**src/rtl/mycpu_pkg.sv**
```systemverilog
// Shared types for the MEM-stage sram_like to AXI bridge: FSM states, size codes, strobe decode.
package mycpu_pkg;

    typedef enum logic [2:0] {
        ST_IDLE  = 3'd0,
        ST_RADDR = 3'd1,
        ST_RDATA = 3'd2,
        ST_WADDR = 3'd3,
        ST_WRESP = 3'd4
    } bridge_state_t;

    localparam logic [1:0] SIZE_BYTE = 2'd0;
    localparam logic [1:0] SIZE_HALF = 2'd1;
    localparam logic [1:0] SIZE_WORD = 2'd2;

    // Reserved size 3 yields no strobes; the bus cycle still runs to completion.
    function automatic logic [3:0] wstrb_decode(input logic [1:0] size, input logic [1:0] off);
        case (size)
            SIZE_BYTE: return 4'b0001 << off;
            SIZE_HALF: return off[1] ? 4'b1100 : 4'b0011;
            SIZE_WORD: return 4'b1111;
            default:   return 4'b0000;
        endcase
    endfunction

endpackage

```
**src/rtl/data_axi_bridge.sv**
```systemverilog
// sram_like data port to single-beat AXI bridge, one outstanding transaction.
// Latency 3 cycles accept-to-data_data_ok with a zero-wait slave; stalls on any AXI ready/valid, accepts only in IDLE.
module data_axi_bridge
    import mycpu_pkg::*;
(
    input  logic        clk,
    input  logic        resetn,
    input  logic        data_req,
    input  logic        data_wr,
    input  logic [1:0]  data_size,
    input  logic [31:0] data_addr,
    input  logic [31:0] data_wdata,
    output logic        data_addr_ok,
    output logic        data_data_ok,
    output logic [31:0] data_rdata,
    output logic [31:0] araddr,
    output logic [2:0]  arsize,
    output logic        arvalid,
    input  logic        arready,
    input  logic [31:0] rdata,
    input  logic        rvalid,
    output logic        rready,
    output logic [31:0] awaddr,
    output logic [2:0]  awsize,
    output logic        awvalid,
    input  logic        awready,
    output logic [31:0] wdata,
    output logic [3:0]  wstrb,
    output logic        wvalid,
    input  logic        wready,
    input  logic        bvalid,
    output logic        bready
);

    bridge_state_t state_q, state_d;
    logic [31:0]   addr_q, wdata_q;
    logic [1:0]    size_q;
    logic          wr_q;
    logic          aw_done, w_done;
    logic          aw_fire, w_fire, wr_all_done;
    logic          rd_fire, b_fire;

    assign araddr = addr_q;
    assign awaddr = addr_q;
    assign arsize = {1'b0, size_q};
    assign awsize = {1'b0, size_q};
    assign wdata  = wdata_q;
    assign wstrb  = wstrb_decode(size_q, addr_q[1:0]);

    assign aw_fire     = awvalid && awready;
    assign w_fire      = wvalid && wready;
    assign wr_all_done = (aw_done || aw_fire) && (w_done || w_fire);
    assign rd_fire     = rready && rvalid;
    assign b_fire      = bready && bvalid;

    always_comb begin
        state_d      = state_q;
        data_addr_ok = 1'b0;
        arvalid      = 1'b0;
        rready       = 1'b0;
        awvalid      = 1'b0;
        wvalid       = 1'b0;
        bready       = 1'b0;
        case (state_q)
            ST_IDLE: begin
                if (data_req) begin
                    data_addr_ok = 1'b1;
                    state_d      = data_wr ? ST_WADDR : ST_RADDR;
                end
            end
            ST_RADDR: begin
                arvalid = !wr_q;
                if (arready) state_d = ST_RDATA;
            end
            ST_RDATA: begin
                rready = 1'b1;
                if (rvalid) state_d = ST_IDLE;
            end
            ST_WADDR: begin
                // Address and data channels retire independently; leave only once both have.
                awvalid = wr_q && !aw_done;
                wvalid  = wr_q && !w_done;
                if (wr_all_done) state_d = ST_WRESP;
            end
            ST_WRESP: begin
                bready = 1'b1;
                if (bvalid) state_d = ST_IDLE;
            end
            default: state_d = ST_IDLE;
        endcase
    end

    always_ff @(posedge clk or negedge resetn) begin
        if (!resetn) begin
            state_q      <= ST_IDLE;
            addr_q       <= '0;
            wdata_q      <= '0;
            size_q       <= '0;
            wr_q         <= 1'b0;
            aw_done      <= 1'b0;
            w_done       <= 1'b0;
            data_data_ok <= 1'b0;
            data_rdata   <= '0;
        end else begin
            state_q      <= state_d;
            data_data_ok <= rd_fire || b_fire;
            if (data_addr_ok) begin
                addr_q  <= data_addr;
                wdata_q <= data_wdata;
                size_q  <= data_size;
                wr_q    <= data_wr;
            end
            if (rd_fire) data_rdata <= rdata;
            if (state_q == ST_WADDR) begin
                if (wr_all_done) begin
                    aw_done <= 1'b0;
                    w_done  <= 1'b0;
                end else begin
                    if (aw_fire) aw_done <= 1'b1;
                    if (w_fire)  w_done  <= 1'b1;
                end
            end
        end
    end

endmodule

```
**config.mk**
```make
export PLATFORM = sky130hd
export DESIGN_NAME = data_axi_bridge
export DESIGN_NICKNAME = d
export VERILOG_FILES = /design/src/rtl/mycpu_pkg.sv /design/src/rtl/data_axi_bridge.sv
export SDC_FILE = /design/constraint.sdc
export NUM_CORES = 1
export LEC_CHECK = 0
export BUFFER_PORTS_ARGS = -buffer_cell sky130_fd_sc_hd__buf_2
export CAP_MARGIN = 20
export CELL_PAD_IN_SITES_DETAIL_PLACEMENT = 1
export CELL_PAD_IN_SITES_GLOBAL_PLACEMENT = 1
export CORE_ASPECT_RATIO = 0.7
export CORE_UTILIZATION = 37
export DETAILED_ROUTE_END_ITERATION = 7
export MAX_ROUTING_LAYER = met4
export PLACE_DENSITY_LB_ADDON = 0.1
export SYNTH_ARGS = -nofsm -noshare
export SYNTH_HDL_FRONTEND = slang
export SYNTH_SLANG_ARGS = --single-unit
export TNS_END_PERCENT = 50
```
**constraint.sdc**
```tcl
create_clock -name clk -period 2.8 [get_ports clk]
set_clock_uncertainty 0.15 [all_clocks]
set_input_delay 0.28 -clock clk [delete_from_list [all_inputs] [get_ports clk]]
set_output_delay 0.28 -clock clk [all_outputs]
set_load 0.05 [all_outputs]
```
==> metrics.txt, run 1 <==
share of Yosys cell area claimed by the top area cell type=57.30%; Starting Density=38.56%; endpoint kind of the worst setup timing path=output port; number of buffers inserted to repair setup after CTS=0; period utilisation layout=82.67%; Crit Path Max Fanout=44; wire length per cell=15.68 µm; aggregate global routing overflow=0; PortBufs=between 200 and 250; Final Wtd Congestion=0.7235; routed via count divided by cell count=4.609; fillers=1288; cell at the root of the clock tree=clkbuf_16; area of the multi-input gates=1518 µm²; synthesis-to-layout area growth=30.29%; transition time of the tightest slew-check pin=688.9 ps; number of nets at the end of the flow=roughly 630; CTS Buf Count=9; Avg Inst Size Synth=~15 µm²; largest net degree at the start of global routing=54; Ports=between 200 and 300; hold crit path type=in2reg; worst path required time=2370 ps; number of placement rows=33; antenna viol nets, final=0; final slew viol count=0; Relative slew margins=54.07%; vertical die dimension=95.14 µm; post-detailed-route DRC marker count=0; end-of-flow core utilization=50.24%; Post-Synthesis Cells=304; first-pass GRT wire length=16430 µm; final total negative setup slack=0 ps; antenna violations before repair=1; final hold violation count=0; GRT Util Overall=17.34%; CTS tree=yes; TritonCTS Sinks=~110; detailed-router iteration count before antenna repair=5; share of synthesized area occupied by flip-flops and latches=57.30%; startpoint type of the worst setup path=flip-flop; overall die width=135.1 µm; core region area=11890 µm²; via count of the first global-routing pass=3149; half-perimeter wire length after placement=8093 µm; htree depth=3; Bufs on Longest Clock Path=2; Maximum Capacitance Violations=0; clock transition at the register clock pins on the worst setup and hold paths after CTS=70 ps; unrepaired setup endpoints after global routing=no; Worst Path Class, Setup=reg2out; fraction of layout instances using a drive strength above 1=66.92%; Die Area=roughly 13000 µm²; number of distinct library cells after synthesis=32; top cells by area, synth=dfrtp_1 (57%), mux2_2 (13%), mux2_4 (9.5%); area taken by flip-flops and latches=between 2000 and 3000 µm²; cell area after technology mapping=between 4000 and 5000 µm²; Tmin final=2315 ps; post-synth top area cell=dfrtp_1; total wirelength of the detailed-routed design=10680 µm; Peak Freq=432.0 MHz; setup violators final=0; FF+latch count, synth=105; number of warnings printed during yosys synthesis=0; drt initial violations=82; arrival time of the worst setup path=~1900 ps; Worst-Skew Late Latency=330 ps; CTS-repair resized insts=0; vias after detailed routing=3139; run status=complete, no violations
## state kept, by name, indices dropped and copies added, names as in the netlist
signal and count:
araddr 32, wdata 32, data_data_ok 1, state_q 3, data_rdata 32, w_done 1
size_q 2, wr_q 1, aw_done 1
## critical path: stages (launching register included)
cell      delay (ps)
dfrtp_1          500
nand2b_1         250
nor3_4           190
buf_12           280
buf_2            310
## cell type report
class                      instances  area share, %
clock inverter                     4         0.8796
clock buffer                      12          4.126
tap                              157          3.288
sequential                       105          43.98
antenna                            1        0.04188
timing repair buffer             254          22.03
multi-input combinational        144          25.40
inverter                           4         0.2513
## layer usage
layer	up-vias	GRT usage (%)	routed length [µm]
met3	9	3.828	651
met4	0	4.494	103
met2	135	29.73	5579
li1	1446	-	-
met5	-	-	0
met1	1549	20.86	4344
## through the flow
| stage | hold WS [ps] | setup WS [ps] | std cells | area (µm²) |
|---|---|---|---|---|
| 3_5_place_dp | 223.6 | 751.5 | 662 | 5653 |
| 6_report | 15.88 | 485.3 | 681 | 5974 |
| 4_1_cts | 1.588 | 447.6 | 680 | 5972 |
| 5_1_grt | 0.8399 | 319.8 | 681 | 5974 |
| 3_3_place_gp | 223.7 | 799.2 | 662 | 5653 |
| 2_1_floorplan | -165.6 | 192.2 | 305 | 4589 |
## synthesized netlist by cell type, drive strengths merged
master	number
o211ai	1
o311ai	1
nor3	3
inv	4
mux2	99
a32oi	1
nor2	2
nand2b	3
o21ai	5
a21o	3
a2bb2oi	1
nand3	1
dfrtp	105
and2	1
nor4b	1
a21oi	9
nand3b	1
conb	1
mux2i	3
nand2	3
clkbuf	2
nor3b	2
and3b	1
nor2b	1
buf	50
## final timing paths
check / start / to / slack, ps / depth (start not counted)
max: state_q[0] / data_addr_ok / 490 / 4
min: data_addr[22] / araddr[22] / 20 / 2
max reg2reg: state_q[1] / data_rdata[19] / 740 / 3
min reg2reg: wdata[1] / wdata[1] / 350 / 1
max in group asynchronous: resetn / araddr[8] / 1380 / 3
min in group asynchronous: resetn / data_rdata[14] / 390 / 2
## timing repair
| item | CTS | global route |
|---|---|---|
| setup endpoints to repair | 0 | 0 |
| endpoints found under the hold margin | 53 | 0 |
| hold buffers | 2 | 0 |
## cells in the final DEF (no fill, tap or decap), drive strengths merged
cell type,instances
nand3b,1
mux2i,3
nand2b,3
clkinvlp,3
inv,4
dlygate4sd3,2
nor3b,2
nor3,3
a21o,3
diode,1
o21ai,5
clkbuf,12
and2,1
nor4b,1
nand2,3
conb,2
o311ai,1
a32oi,1
and3b,1
nand3,1
mux2,99
dfrtp,105
bufinv,1
o211ai,1
nor2b,1
a2bb2oi,1
nor2,2
a21oi,9
buf,252
## cells by family (layout without fill, tap and decap cells)
kind of cell / count (synthesis) / in the layout / synth area share [%]
AO/OA/AOI/OAI: 21 / 21 / 2.756
buffers and inverters: 56 / 274 / 9.686
flip-flops: 105 / 105 / 57.30
multiplexers: 102 / 102 / 27.34
other: 1 / 3 / 0.08178
AND/OR/NAND/NOR: 19 / 19 / 2.838
Power of run 1 is not shown: default switching activity piles up to over one toggle a cycle in this logic, so the estimate is an artifact.
==> run 2, diff against run 1 <==
--- a/config.mk
+++ b/config.mk
@@ -5,12 +5,13 @@
 export SDC_FILE = /design/constraint.sdc
 export NUM_CORES = 1
 export LEC_CHECK = 0
+export ABC_AREA = 1
 export BUFFER_PORTS_ARGS = -buffer_cell sky130_fd_sc_hd__buf_2
 export CAP_MARGIN = 20
 export CELL_PAD_IN_SITES_DETAIL_PLACEMENT = 1
 export CELL_PAD_IN_SITES_GLOBAL_PLACEMENT = 1
 export CORE_ASPECT_RATIO = 0.7
-export CORE_UTILIZATION = 37
+export CORE_UTILIZATION = 29
 export DETAILED_ROUTE_END_ITERATION = 7
 export MAX_ROUTING_LAYER = met4
 export PLACE_DENSITY_LB_ADDON = 0.1
==> constraint.sdc (replaced) <==
create_clock -name clk -period 2.1 [get_ports clk]
set_clock_uncertainty 0.15 [all_clocks]
set_input_delay 0.21 -clock clk [delete_from_list [all_inputs] [get_ports clk]]
set_output_delay 0.21 -clock clk [all_outputs]
set_load 0.05 [all_outputs]
==> metrics.txt, run 2 <==
cell with the most instances after synthesis=nand2_1; Starting Density=30.14%; detailed-router iteration count before antenna repair=4; synthesis-to-layout area growth=57.00%; placed instance count=853; GRT Util Overall=19.18%; post-detailed-route DRC marker count=0; Die Area=16050 µm²; vertical die dimension=106.3 µm; post-synth top area cell=dfrtp_1; cell at the root of the clock tree=clkbuf_16; Worst Path Class, Setup=reg2out; Bufs on Longest Clock Path=2; final hold violation count=0; Post-Synthesis Cells=about 450; largest net degree at the start of global routing=43; half-perimeter wire length after placement=10040 µm; number of nets at the end of the flow=a little under 900; arrival time of the worst setup path=1630 ps; highest cell delay on the worst timing path=460 ps; drt initial violations=137; Post-Place Setup Slack=379.5 ps; TritonCTS Sinks=roughly 110; fraction of layout instances using a drive strength above 1=roughly two fifths; worst-case setup margin in the final layout=114.3 ps; area of the multi-input gates=1450 µm²; synth cell count leaders=nand2_1 (210), dfrtp_1 (105), buf_4 (43); routed via count divided by cell count=4.285; hold crit path type=in2reg; cell area after technology mapping=4507 µm²; most frequent standard cell in the layout excluding fill and tap cells=buf_2; fillers=about 1800; share of synthesized area occupied by flip-flops and latches=58.30%; Bufs and invs on worst path=2; startpoint type of the worst setup path=flip-flop; Worst-Skew Late Latency=340 ps; setup violators final=0; commonest cells after routing, fill and taps aside=buf_2 (246), nand2_1 (210), dfrtp_1 (103); area taken by flip-flops and latches=2630 µm²; total wirelength of the detailed-routed design=14640 µm; worst setup path start=state_q[0]; unrepaired setup endpoints after global routing=no; number of warnings printed during yosys synthesis=0; antenna viol nets, final=0; antenna violations before repair=0; Ports=252; worst-path cell chain=nand2_1 -> nor2_2 -> inv_1 -> nor3_1 -> buf_2; first-pass GRT wire length=22970 µm; Worst R2R Start=state_q[2]; CTS tree=yes; Hold Crit Start=bvalid; CTS Buf Count=9; PortBufs=249; Crit Path Max Fanout=6; htree depth=3; Avg Inst Size Synth=around 10 µm²; slowest cell on the critical path=dfrtp_2; Antenna diodes=0; number of placement rows=37; Peak Freq=503.6 MHz; share of Yosys cell area claimed by the top area cell type=58.30%; period utilisation layout=94.56%; worst path required time=1740 ps; overall die width=151 µm; number of standard cells in the final layout excluding fillers=968; core region area=between 10000 and 15000 µm²; top cells by area, synth=dfrtp_1 (58%), nand2_1 (17%), mux2_4 (9.7%); cell type group with the largest total delay on the critical path=flip-flops; Tmin final=roughly 2000 ps; run status=complete, no violations; clock transition at the register clock pins on the worst setup and hold paths after CTS=70 ps; aggregate global routing overflow=0; vias after detailed routing=4148; Final Wtd Congestion=0.7283; wire length per cell=15.12 µm; final slew viol count=0; count of flip-flops with a built-in enable after synthesis=0; Maximum Capacitance Violations=0; primary flip-flop cell chosen by synthesis mapping=dfrtp_1; FF+latch count, synth=105; ys async rst share=100.0%; via count of the first global-routing pass=4474; number of distinct library cells after synthesis=21; endpoint kind of the worst setup timing path=output port
[run 2: cell types whose count changed after synthesis, moves of 7 or more]
cell     change
inv_1       +10
nand2_1    +207
mux2_2      -51
o21ai_1      +7
a21oi_1      -8
mux2_1      -16
[run 2: cell families (layout without fill, tap and decap cells)]
kind of cell / count (synthesis) / in the layout / synth area share (%)
multiplexers: 32 / 32 / 10.41
flip-flops: 105 / 105 / 58.30
AO/OA/AOI/OAI: 14 / 14 / 1.555
other: 1 / 2 / 0.08321
AND/OR/NAND/NOR: 229 / 229 / 19.91
buffers and inverters: 68 / 391 / 9.745
[run 2: worst min-delay path: stages]
cell	delay, ps
buf_2	100
inv_1	60
o21ai_0	90
[run 2: repair_timing]
action,4_1_cts,5_1_grt
hold endpoints to repair,129,0
gates resized for setup,0,6
hold buffers,100,0
buffers inserted,0,0
endpoints found under the setup margin,0,3
[run 2: final cells by class]
| cell class | instances | share of cell area (%) |
|---|---|---|
| flip-flops and latches | 105 | 37.17 |
| repair buffers | 360 | 33.39 |
| multi-input cells | 277 | 20.50 |
| clock buffers | 11 | 3.572 |
| well taps | 195 | 3.448 |
| clock inverters | 4 | 1.079 |
| inverters | 16 | 0.8488 |
[run 2: worst paths after layout]
check	slack, ps	cells after the start	endpoint
max in group asynchronous	940	3	data_rdata[25]
hold / removal	20	3	data_data_ok
setup / recovery	110	5	wvalid
setup reg to reg	360	4	data_rdata[20]
min in group asynchronous	220	2	wdata[1]
hold reg to reg	330	2	wdata[2]
[run 2: per-layer routing]
| layer | up-vias | track usage (%) | share of wire, % |
|---|---|---|---|
| li1 | 1982 | - | - |
| met1 | 1992 | 22.95 | 44 |
| met2 | 157 | 32.60 | 49 |
| met3 | 17 | 4.464 | 6.0 |
| met4 | 0 | 4.571 | 1.3 |
| met5 | - | - | 0 |
[run 2: per-stage QoR]
| step | setup TNS (ps) | area (µm²) | hold WS, ps | utilization, % |
|---|---|---|---|---|
| after floorplan | -324.8 | 4511 | -235.6 | - |
| after global placement | 0 | 5732 | 49.19 | 38.33 |
| after CTS | 0 | 7062 | 9.812 | 47.23 |
| final | 0 | 7076 | 23.24 | 47.32 |
| after detailed placement | 0 | 5732 | 50.68 | 38.33 |
| after global routing | 0 | 7076 | 28.17 | 47.32 |
Power of run 2 is left out for the same reason.
==> run 3, diff against run 2 <==
--- a/config.mk
+++ b/config.mk
@@ -13,8 +13,8 @@
 export CORE_ASPECT_RATIO = 0.7
 export CORE_UTILIZATION = 29
 export DETAILED_ROUTE_END_ITERATION = 7
-export MAX_ROUTING_LAYER = met4
 export PLACE_DENSITY_LB_ADDON = 0.1
+export SETUP_SLACK_MARGIN = 0.1
 export SYNTH_ARGS = -nofsm -noshare
 export SYNTH_HDL_FRONTEND = slang
 export SYNTH_SLANG_ARGS = --single-unit
==> metrics.txt, run 3 (synthesis gave the netlist of run 2 again) <==
cell at the root of the clock tree=clkbuf_16; vertical die dimension=106.3 µm; antenna viol nets, final=0; Maximum Capacitance Violations=0; fillers=1778; reg-to-reg setup timing slack=380 ps; unrepaired setup endpoints after global routing=yes; number of nets at the end of the flow=877; endpoint kind of the worst setup timing path=output port; Post-Place Setup Slack=379.5 ps; largest net degree at the start of global routing=43; Starting Density=between 30 and 40%; Bufs on Longest Clock Path=2; arrival time of the worst setup path=1540 ps; Ports=252; final hold violation count=0; hold crit path type=in2reg; Peak Freq=526.1 MHz; clock transition at the register clock pins on the worst setup and hold paths after CTS=70 ps; worst path required time=1740 ps; met1 Usage GRT=22.54%; setup violators final=0; drt initial violations=119; wire length per cell=15.22 µm; worst r2r path cells=4; number of placement rows=37; startpoint type of the worst setup path=flip-flop; vias after detailed routing=4147; Tmin final=1901 ps; detailed-router iteration count before antenna repair=4; worst-case setup margin in the final layout=roughly 200 ps; area of the multi-input gates=approximately 1500 µm²; aggregate global routing overflow=0; busiest layer in global routing=met2; Worst Path Class, Setup=reg2out; Final Wtd Congestion=0.7199; cell area after placement=5732 µm²; half-perimeter wire length after placement=10040 µm; fraction of layout instances using a drive strength above 1=40.70%; GRT Util Overall=18.75%; Die Area=approximately 16000 µm²; area taken by flip-flops and latches=2631 µm²; CTS tree=yes; htree depth=3; total wirelength of the detailed-routed design=14740 µm; commonest cells after routing, fill and taps aside=buf_2 (245), nand2_1 (210), dfrtp_1 (102); run status=complete, no violations; reg-to-reg critical path endpoint=data_rdata[20]; minimum hold slack=about 25 ps; Worst-Skew Late Latency=~340 ps; post-detailed-route DRC marker count=0; Crit Path Max Fanout=4; synthesis-to-layout area growth=57.44%; first-pass GRT wire length=between 20000 and 25000 µm; fraction of met2 tracks used by global routing=32.80%; PortBufs=249; CTS Buf Count=9; Hold Path Sink=data_data_ok; overall die width=151 µm; Hold Crit Start=bvalid; Worst R2R Start=state_q[2]; met3 track utilization from global routing=5.365%; TritonCTS Sinks=~110; most frequent standard cell in the layout excluding fill and tap cells=buf_2; period utilisation layout=90.51%; core region area=~15000 µm²; Antenna diodes=0; number of cells on the worst hold path=3; antenna violations before repair=0; routed via count divided by cell count=4.280; final slew viol count=0; end-of-flow core utilization=between 40% and 50%; worst setup path start=state_q[0]; via count of the first global-routing pass=4482; cell area after layout=7096 µm²
-- run 3: what timing repair did --
action / CTS / global route
resized for setup: 2 / 8
hold buffers: 100 / 0
endpoints found under the hold margin: 129 / 0
setup endpoints to repair: 3 / 3
buffers inserted: 0 / 1
-- run 3: worst max-delay path: stages (launching register included) --
cell     delay [ps]
dfrtp_2         440
buf_4           160
nor3_4          160
nand2_2         130
inv_2           140
buf_6           170
-- run 3: per-layer routing --
layer	vias to the layer above	part of all wire [%]
li1	1984	-
met1	1998	43
met2	151	49
met3	14	6.3
met4	0	1.1
met5	-	0
-- run 3: stage by stage --
| stage | cells | setup TNS (ps) |
|---|---|---|
| after floorplan | 450 | -324.8 |
| after global placement | 853 | 0 |
| after detailed placement | 853 | 0 |
| after CTS | 968 | 0 |
| after global routing | 969 | 0 |
| final | 969 | 0 |
-- run 3: worst max path at each step --
stage / end / slack [ps]
2_1_floorplan: wstrb[1] / -150
3_3_place_gp: data_rdata[19] / 450
3_5_place_dp: data_rdata[20] / 380
4_1_cts: awvalid / 40
5_1_grt: data_addr_ok / 90
6_report: data_addr_ok / 200
-- run 3: layout make-up --
| cell class | count | share of cell area (%) |
|---|---|---|
| clock buffer | 11 | 3.562 |
| timing repair buffer | 361 | 33.49 |
| inverter | 16 | 0.8464 |
| tap | 195 | 3.439 |
| sequential | 105 | 37.08 |
| clock inverter | 4 | 1.076 |
| multi-input combinational | 277 | 20.51 |
Power of run 3 is left out for the same reason.
